==> src/rtl/mgt01_booth_multiplier.sv <==
// Sequential radix-2 Booth multiplier: one Booth step per enabled cycle, full 2*XLEN-bit product.
// Per-operand signedness flags cover MUL/MULH/MULHSU/MULHU and the FP mantissa path.
module mgt01_booth_multiplier #(
  parameter int unsigned XLEN = 32
) (
  input  logic                clk_i,
  input  logic                rst_n_i,
  input  logic                clk_en_i,
  input  logic                start_i,
  input  logic [XLEN-1:0]     multiplicand_i,
  input  logic [XLEN-1:0]     multiplier_i,
  input  logic                signed_a_i,
  input  logic                signed_b_i,
  output logic [2*XLEN-1:0]   product_o,
  output logic                busy_o,
  output logic                valid_o
);

  localparam int unsigned QW = XLEN + 1;
  localparam int unsigned AW = XLEN + 2;
  localparam int unsigned PW = 2 * XLEN;
  localparam int unsigned CW = $clog2(XLEN + 1);

  typedef enum logic [1:0] {
    ST_IDLE     = 2'd0,
    ST_MULTIPLY = 2'd1,
    ST_VALID    = 2'd2
  } state_t;

  state_t          state_q;
  logic [CW-1:0]   cnt_q;
  logic [QW-1:0]   a_q;
  logic [AW-1:0]   acc_q;
  logic [QW-1:0]   q_q;
  logic            qm1_q;

  logic [QW-1:0]   a_ext_in;
  logic [QW-1:0]   b_ext_in;
  logic [AW-1:0]   a_wide;
  logic [AW-1:0]   acc_sum;
  logic [AW-1:0]   acc_nxt;
  logic [QW-1:0]   q_nxt;
  logic            qm1_nxt;
  logic            last_step;

  // Operand extension to XLEN+1 bits according to the signedness flags.
  assign a_ext_in = signed_a_i ? {multiplicand_i[XLEN-1], multiplicand_i} : {1'b0, multiplicand_i};
  assign b_ext_in = signed_b_i ? {multiplier_i[XLEN-1], multiplier_i} : {1'b0, multiplier_i};
  assign a_wide   = {a_q[QW-1], a_q};
  assign last_step = (cnt_q == CW'(XLEN));

  // One Booth step: conditional add/sub of A, then arithmetic shift of {acc,Q,q_-1}.
  always_comb begin
    acc_sum = acc_q;
    case ({q_q[0], qm1_q})
      2'b01:   acc_sum = acc_q + a_wide;
      2'b10:   acc_sum = acc_q - a_wide;
      default: acc_sum = acc_q;
    endcase
    acc_nxt = {acc_sum[AW-1], acc_sum[AW-1:1]};
    q_nxt   = {acc_sum[0], q_q[QW-1:1]};
    qm1_nxt = q_q[0];
  end

  // Control FSM and datapath registers; clk_en_i low freezes everything.
  always_ff @(posedge clk_i or negedge rst_n_i) begin
    if (!rst_n_i) begin
      state_q   <= ST_IDLE;
      cnt_q     <= '0;
      a_q       <= '0;
      acc_q     <= '0;
      q_q       <= '0;
      qm1_q     <= 1'b0;
      product_o <= '0;
      busy_o    <= 1'b0;
      valid_o   <= 1'b0;
    end else if (clk_en_i) begin
      case (state_q)
        ST_IDLE: begin
          if (start_i) begin
            a_q     <= a_ext_in;
            acc_q   <= '0;
            q_q     <= b_ext_in;
            qm1_q   <= 1'b0;
            cnt_q   <= '0;
            busy_o  <= 1'b1;
            state_q <= ST_MULTIPLY;
          end
        end
        ST_MULTIPLY: begin
          acc_q <= acc_nxt;
          q_q   <= q_nxt;
          qm1_q <= qm1_nxt;
          cnt_q <= cnt_q + CW'(1);
          if (last_step) begin
            // Low 2*XLEN bits of the exact 2*(XLEN+1)-bit result.
            product_o <= PW'({acc_nxt[XLEN-2:0], q_nxt});
            valid_o   <= 1'b1;
            state_q   <= ST_VALID;
          end
        end
        ST_VALID: begin
          valid_o <= 1'b0;
          busy_o  <= 1'b0;
          state_q <= ST_IDLE;
        end
        default: begin
          valid_o <= 1'b0;
          busy_o  <= 1'b0;
          state_q <= ST_IDLE;
        end
      endcase
    end
  end

endmodule
==> config.mk <==
export PLATFORM = sky130hd
export DESIGN_NAME = mgt01_booth_multiplier
export DESIGN_NICKNAME = d
export VERILOG_FILES = /design/src/rtl/mgt01_booth_multiplier.sv
export SDC_FILE = /design/constraint.sdc
export NUM_CORES = 1
export LEC_CHECK = 0
export ABC_CLOCK_PERIOD_IN_PS = 7200
export BUFFER_PORTS_ARGS = -buffer_cell sky130_fd_sc_hd__buf_4
export CORE_MARGIN = 2
export CORE_UTILIZATION = 60
export CTS_BUF_LIST = sky130_fd_sc_hd__clkbuf_4 sky130_fd_sc_hd__clkbuf_8
export CTS_CLUSTER_SIZE = 8
export DETAILED_ROUTE_END_ITERATION = 16
export PLACE_DENSITY = 0.92
export RECOVER_POWER = 50
export SYNTH_ARGS = -nofsm -noshare
export SYNTH_HDL_FRONTEND = slang
export SYNTH_SLANG_ARGS = --single-unit
==> constraint.sdc <==
create_clock -name clk_i -period 7.2 [get_ports clk_i]
set_clock_uncertainty 0.2 [all_clocks]
set_input_delay 0 -clock clk_i [delete_from_list [all_inputs] [get_ports clk_i]]
set_output_delay 0 -clock clk_i [all_outputs]
set_load 0.01 [all_outputs]
* After elaboration in Yosys (flattened, before gate mapping) *
Cells that the tools add are included.

operators by class
  $add $sub $neg = 3
  $mul = 0
  divide/modulo/power cells = 0
  order comparisons = 0
  equality and inequality tests = 6
  shift-type cells = 0
  mux-type cells = 18
  bitwise operators = 2
  reductions and logical operators = 8

operator list
  kind                                                                    number
  34-bit one-hot mux with 2 select lines                                  2
  33-bit two-way mux                                                      3
  33-bit one-hot mux with 2 select lines                                  1
  34-bit adder                                                            1
  34-bit two-way mux                                                      1
  34-bit subtractor                                                       1
  3-bit AND reduction                                                     6
  6-bit one-hot mux with 2 select lines                                   1
  6-bit by 1-bit adder with 6-bit output (second input constant)          1
  6-bit equality test (second input constant)                             1
  6-bit two-way mux                                                       1
  1-bit one-hot mux with 2 select lines                                   3
  2-bit by 1-bit equality test with 1-bit output (second input constant)  2
  2-bit two-way mux                                                       2
  2-bit inequality test (second input constant)                           2
  2-bit one-hot mux with 2 select lines                                   1
  1-bit two-way mux                                                       3
  2-bit equality test (second input constant)                             1
  2-bit logical NOT                                                       1
  1-bit NOT                                                               2
  2-bit nonzero test                                                      1

storage, ports and cells
  flip-flop bits (word level) = 175
  bits in latches = 0
  RAM bits = 0
  bits in read-only memories = 0
  input port bits = 70
  output and inout bits = 66
  memories = 0

* Depth between registers and ports, before layout *
  depth after elaboration = 3
  gate-level depth with buffers = 19

* Worst setup path after synthesis *
No wires, ideal clock.

  path type = register -> register
  from = register a_q[0]
  to = register acc_q[32]
  setup time = 0.070 ns
  arrival time = 3.967 ns
  slack = 2.963 ns
  cell stages (with the launch flop) = 18
  path buffers = 0
  clock period less this slack = 4.237 ns
  cell sequence = dfrtp_1 -> inv_1 -> ha_1 -> nand2b_1 -> or4_1 -> or2_1 -> nor3_2 -> nor2_1 -> xnor2_1 -> ha_1 -> nand2_1 -> or3_1 -> a31o_2 -> a31oi_2 -> a21oi_1 -> o31a_1 -> or4_1 -> nand3b_1

between the ends
  longest elaborated chain between the ends = 3
  elaborated cells between the ends (all ways) = 4
  those cells by class = 2 x add/sub; 2 x mux

ends and longest elaborated chain
  what                                                      RTL line  text
  from (decl)                                               32        logic [QW-1:0] a_q;
  from (signal assigned)                                    81        a_q <= a_ext_in;
  34-bit subtractor / 34-bit adder (equally long branches)  57, 56
  34-bit one-hot mux with 2 select lines (*)                55        case ({q_q[0], qm1_q})
  34-bit one-hot mux with 2 select lines (*)                78        case (state_q)
  to (signal assigned)                                      91        acc_q <= acc_nxt;
  to (decl)                                                 33        logic [AW-1:0] acc_q;

Every way passes the cells marked *; elsewhere a longest branch is shown, timed or not.
A chain may end at the register's enable or synchronous reset.

==> results.sh <==
export IMPL_status="complete, but fails checks"
export IMPL_violations="max-capacitance violations, max-slew violations"
export IMPL_yosysSeqAreaShare=0.4442
export IMPL_synth_area_leaders="dfrtp_1 (44%), nand2_1 (8.8%), o21ai_0 (5.0%)"
export IMPL_swShare=0.4800
export IMPL_cts_tree="done"
export IMPL_hold_path_class="primary input to async pin"
export IMPL_grt_total_usage=0.3039
export IMPL_syn_cell_area_um2=9803
export IMPL_hold_violations=0
export IMPL_cp_data_arrival_time_ns=4.30
export IMPL_grt_max_degree=98
export IMPL_yosysWarnings=0
export IMPL_clk_latency_ns=0.47
export IMPL_dp_hpwl_um=17130
export IMPL_routabilityCongestion=0.9112
export IMPL_synthToLayoutAreaGrowth_pct=20.04
export IMPL_cp_slowest_stage_delay_ns=2.99
export IMPL_dp_cells=1377
export IMPL_wl_met1_um=10840
export IMPL_nFillCells=1201
export IMPL_dieArea_um2=17380
export IMPL_reg2reg_slack_ns=2.37
export IMPL_ctsHtreeMaxLevel=4
export IMPL_rows=46
export IMPL_maxSlewHeadroom=-1.787
export IMPL_finalCritPeriodShare=0.6796
export IMPL_path_max_fanout=97
export IMPL_drive_above_1_share=0.1220
export IMPL_layout_common_cells="nand2_1 (230), dfrtp_1 (174), o21ai_0 (97), buf_4 (74)"
export IMPL_start_util=0.6149
export IMPL_synth_nets=1188
export IMPL_antenna_diode_count=0
export IMPL_final_cell_count_no_fill=1478
export IMPL_first_pass_iters=6
export IMPL_ant_nets=0
export IMPL_post_cts_setup_buffers=0
export IMPL_cp_start_kind="primary input"
export IMPL_synth_seq_cells=174
export IMPL_drtIter0Drc=756
export IMPL_io_buffers=135
export IMPL_core_area_um2=15940
export IMPL_nNetsFinal=1357
export IMPL_slew_viol_final=79
export IMPL_antenna_found_initial=0
export IMPL_setup_ws_ns=2.307
export IMPL_final_common_cell="nand2_1"
export IMPL_timing_setup_tns_ns=0
export IMPL_die_h_um=131.8
export IMPL_leakage_uw=0.005544
export IMPL_cp_slowest_cell="clkbuf_1"
export IMPL_synth_cells=1080
export IMPL_rr_endpoint="acc_q[32]"
export IMPL_worstReg2RegStart="a_q[0]"
export IMPL_grt_pass1_wl_um=42700
export IMPL_timing_fmax_mhz=204.4
export IMPL_totalWireLength_um=25770
export IMPL_ys_flop_type="dfrtp_1"
export IMPL_grt_pass1_vias=8508
export IMPL_dr_wl_met3_um=1417
export IMPL_fin_crit_ns=4.893
export IMPL_seqPwrFrac=0.290
export IMPL_async_flop_share=1.000
export IMPL_die_w_um=131.8
export IMPL_vias=8650
export IMPL_reg2reg_depth=17
export IMPL_synth_edff_count=0
export IMPL_yosysTopAreaCellShare=0.4442
export IMPL_cp_required_ns=6.61
export IMPL_regArea_um2=4354
export IMPL_multi_input_area_um2=5172
export IMPL_synth_top_cell_by_area="dfrtp_1"
export IMPL_avgViaCountPerCell=5.853
export IMPL_maxCapViolCount=1
export IMPL_cts_max_path_buffers=2
export IMPL_highest_layer="met4"
export IMPL_crit_chain="dlygate4sd3_1 -> buf_6 -> clkbuf_1"
export IMPL_cp_end_kind="async pin"
export IMPL_clock_sinks=174
export IMPL_clk_pin_slew_ns=0.10
export IMPL_ioPinCount=136
export IMPL_max_vdd_ir_drop_uv=341.7
export IMPL_power_frac_comb=0.587
export IMPL_powerDensity_nw_per_um2=462.6
export IMPL_setup_violations=0
export IMPL_cts_root_buf="clkbuf_8"
export IMPL_worst_pin_slew_ns=4.180
export IMPL_final_util=0.7381
export IMPL_wl_met2_um=12500
export IMPL_overflow=0
export IMPL_cts_buffers_inserted=17
export IMPL_synth_area_per_cell_um2=9.077
export IMPL_internal_power_uw=2831
export IMPL_clockPowerShare=0.123
export IMPL_critPathKind="primary input to async pin"
export IMPL_synth_distinct_cells=57
export IMPL_post_cts_resize_count=0
export IMPL_cts_hold_buf=69
export IMPL_rsz0062_at_grt="no"
export IMPL_wl_per_cell_um=17.44
export IMPL_drcViolationCount=0
export IMPL_dp_slack_ns=2.471
export IMPL_switchingPower_uw=2613
-- stage by stage --
step	hold WS, ns	cell area, µm²	power [µW]
after floorplan	-0.4956	9803	3933
after global placement	-0.04432	10950	4620
after detailed placement	-0.04030	10950	4683
after CTS	0.01101	12020	5391
after global routing	0.05700	11770	5877
final	0.001747	11770	5443
-- cells in the mapped netlist, types with 3 or more instances --
library cell	number
a32oi_1	10
a21oi_1	69
a22o_1	7
nor2_1	51
and3_1	7
nand3b_1	3
xor2_1	15
or4_1	5
inv_1	21
o21a_1	7
nand2_1	231
o21ai_0	97
o31ai_1	6
nand2b_1	6
a31oi_1	8
o31a_1	3
nor2b_1	5
ha_1	37
nand3_1	23
a211oi_1	3
dfrtp_1	174
mux2i_1	48
nor4_1	5
mux2_2	32
o21ai_1	5
a21o_1	13
nor3b_1	10
o21bai_1	5
or3_1	8
nand4_1	9
nor3_1	21
clkbuf_1	58
xnor2_1	45
a21boi_0	4
-- worst max-delay path by stage --
stage / to / slack, ns / cells after the start / from
after global placement: acc_q[32] / 2.62 / 17 / a_q[0]
after CTS: acc_q[32] / 2.44 / 17 / a_q[0]
after detailed placement: acc_q[32] / 2.47 / 17 / a_q[0]
after global routing: acc_q[21] / 1.41 / 3 / rst_n_i
final: acc_q[21] / 2.31 / 3 / rst_n_i
after floorplan: acc_q[32] / 2.96 / 17 / a_q[0]
-- critical path, delay by kind of cell --
| kind | cells | cell delay (ns) |
|---|---|---|
| buf+inv | 3 | 4.20 |
-- power by group through the flow --
| stage | clock network, µW | logic, µW | registers (µW) |
|---|---|---|---|
| 2_1_floorplan | 0 | 2440 | 1490 |
| 3_3_place_gp | 0 | 3050 | 1570 |
| 3_5_place_dp | 0 | 3100 | 1580 |
| 4_1_cts | 682 | 3140 | 1570 |
| 5_1_grt | 726 | 3540 | 1620 |
| 6_report | 670 | 3190 | 1580 |
-- registers in the layout (all words and copies together), names as in the netlist --
signal	count
a_q	33
acc_q	33
busy_o	1
cnt_q	6
product_o	64
q_q	33
qm1_q	1
state_q	2
valid_o	1
-- layout make-up --
class                      count  share of cell area
multi-input combinational    824              0.4396
sequential                   174              0.3700
timing repair buffer         211              0.1282
tap                          216             0.02297
clock buffer                  19             0.02222
clock inverter                13             0.01031
inverter                      21            0.006699
-- cell families after synthesis --
group                      share of synthesized area
and+or+nand+nor                               0.1809
buffers and inverters                        0.03153
AOI/OAI and AO/OA                             0.1532
adders and majority gates                    0.04927
muxes                                        0.08577
DFF                                           0.4442
xor gates and xnor gates                     0.05527
-- routing by layer --
layer  global-route usage  up-vias
met4               0.1371        0
met5                    0        -
met1               0.3966     4124
li1                     -     4110
met3              0.04883       80
met2               0.5029      336
Power figures use the tool's default switching activity.
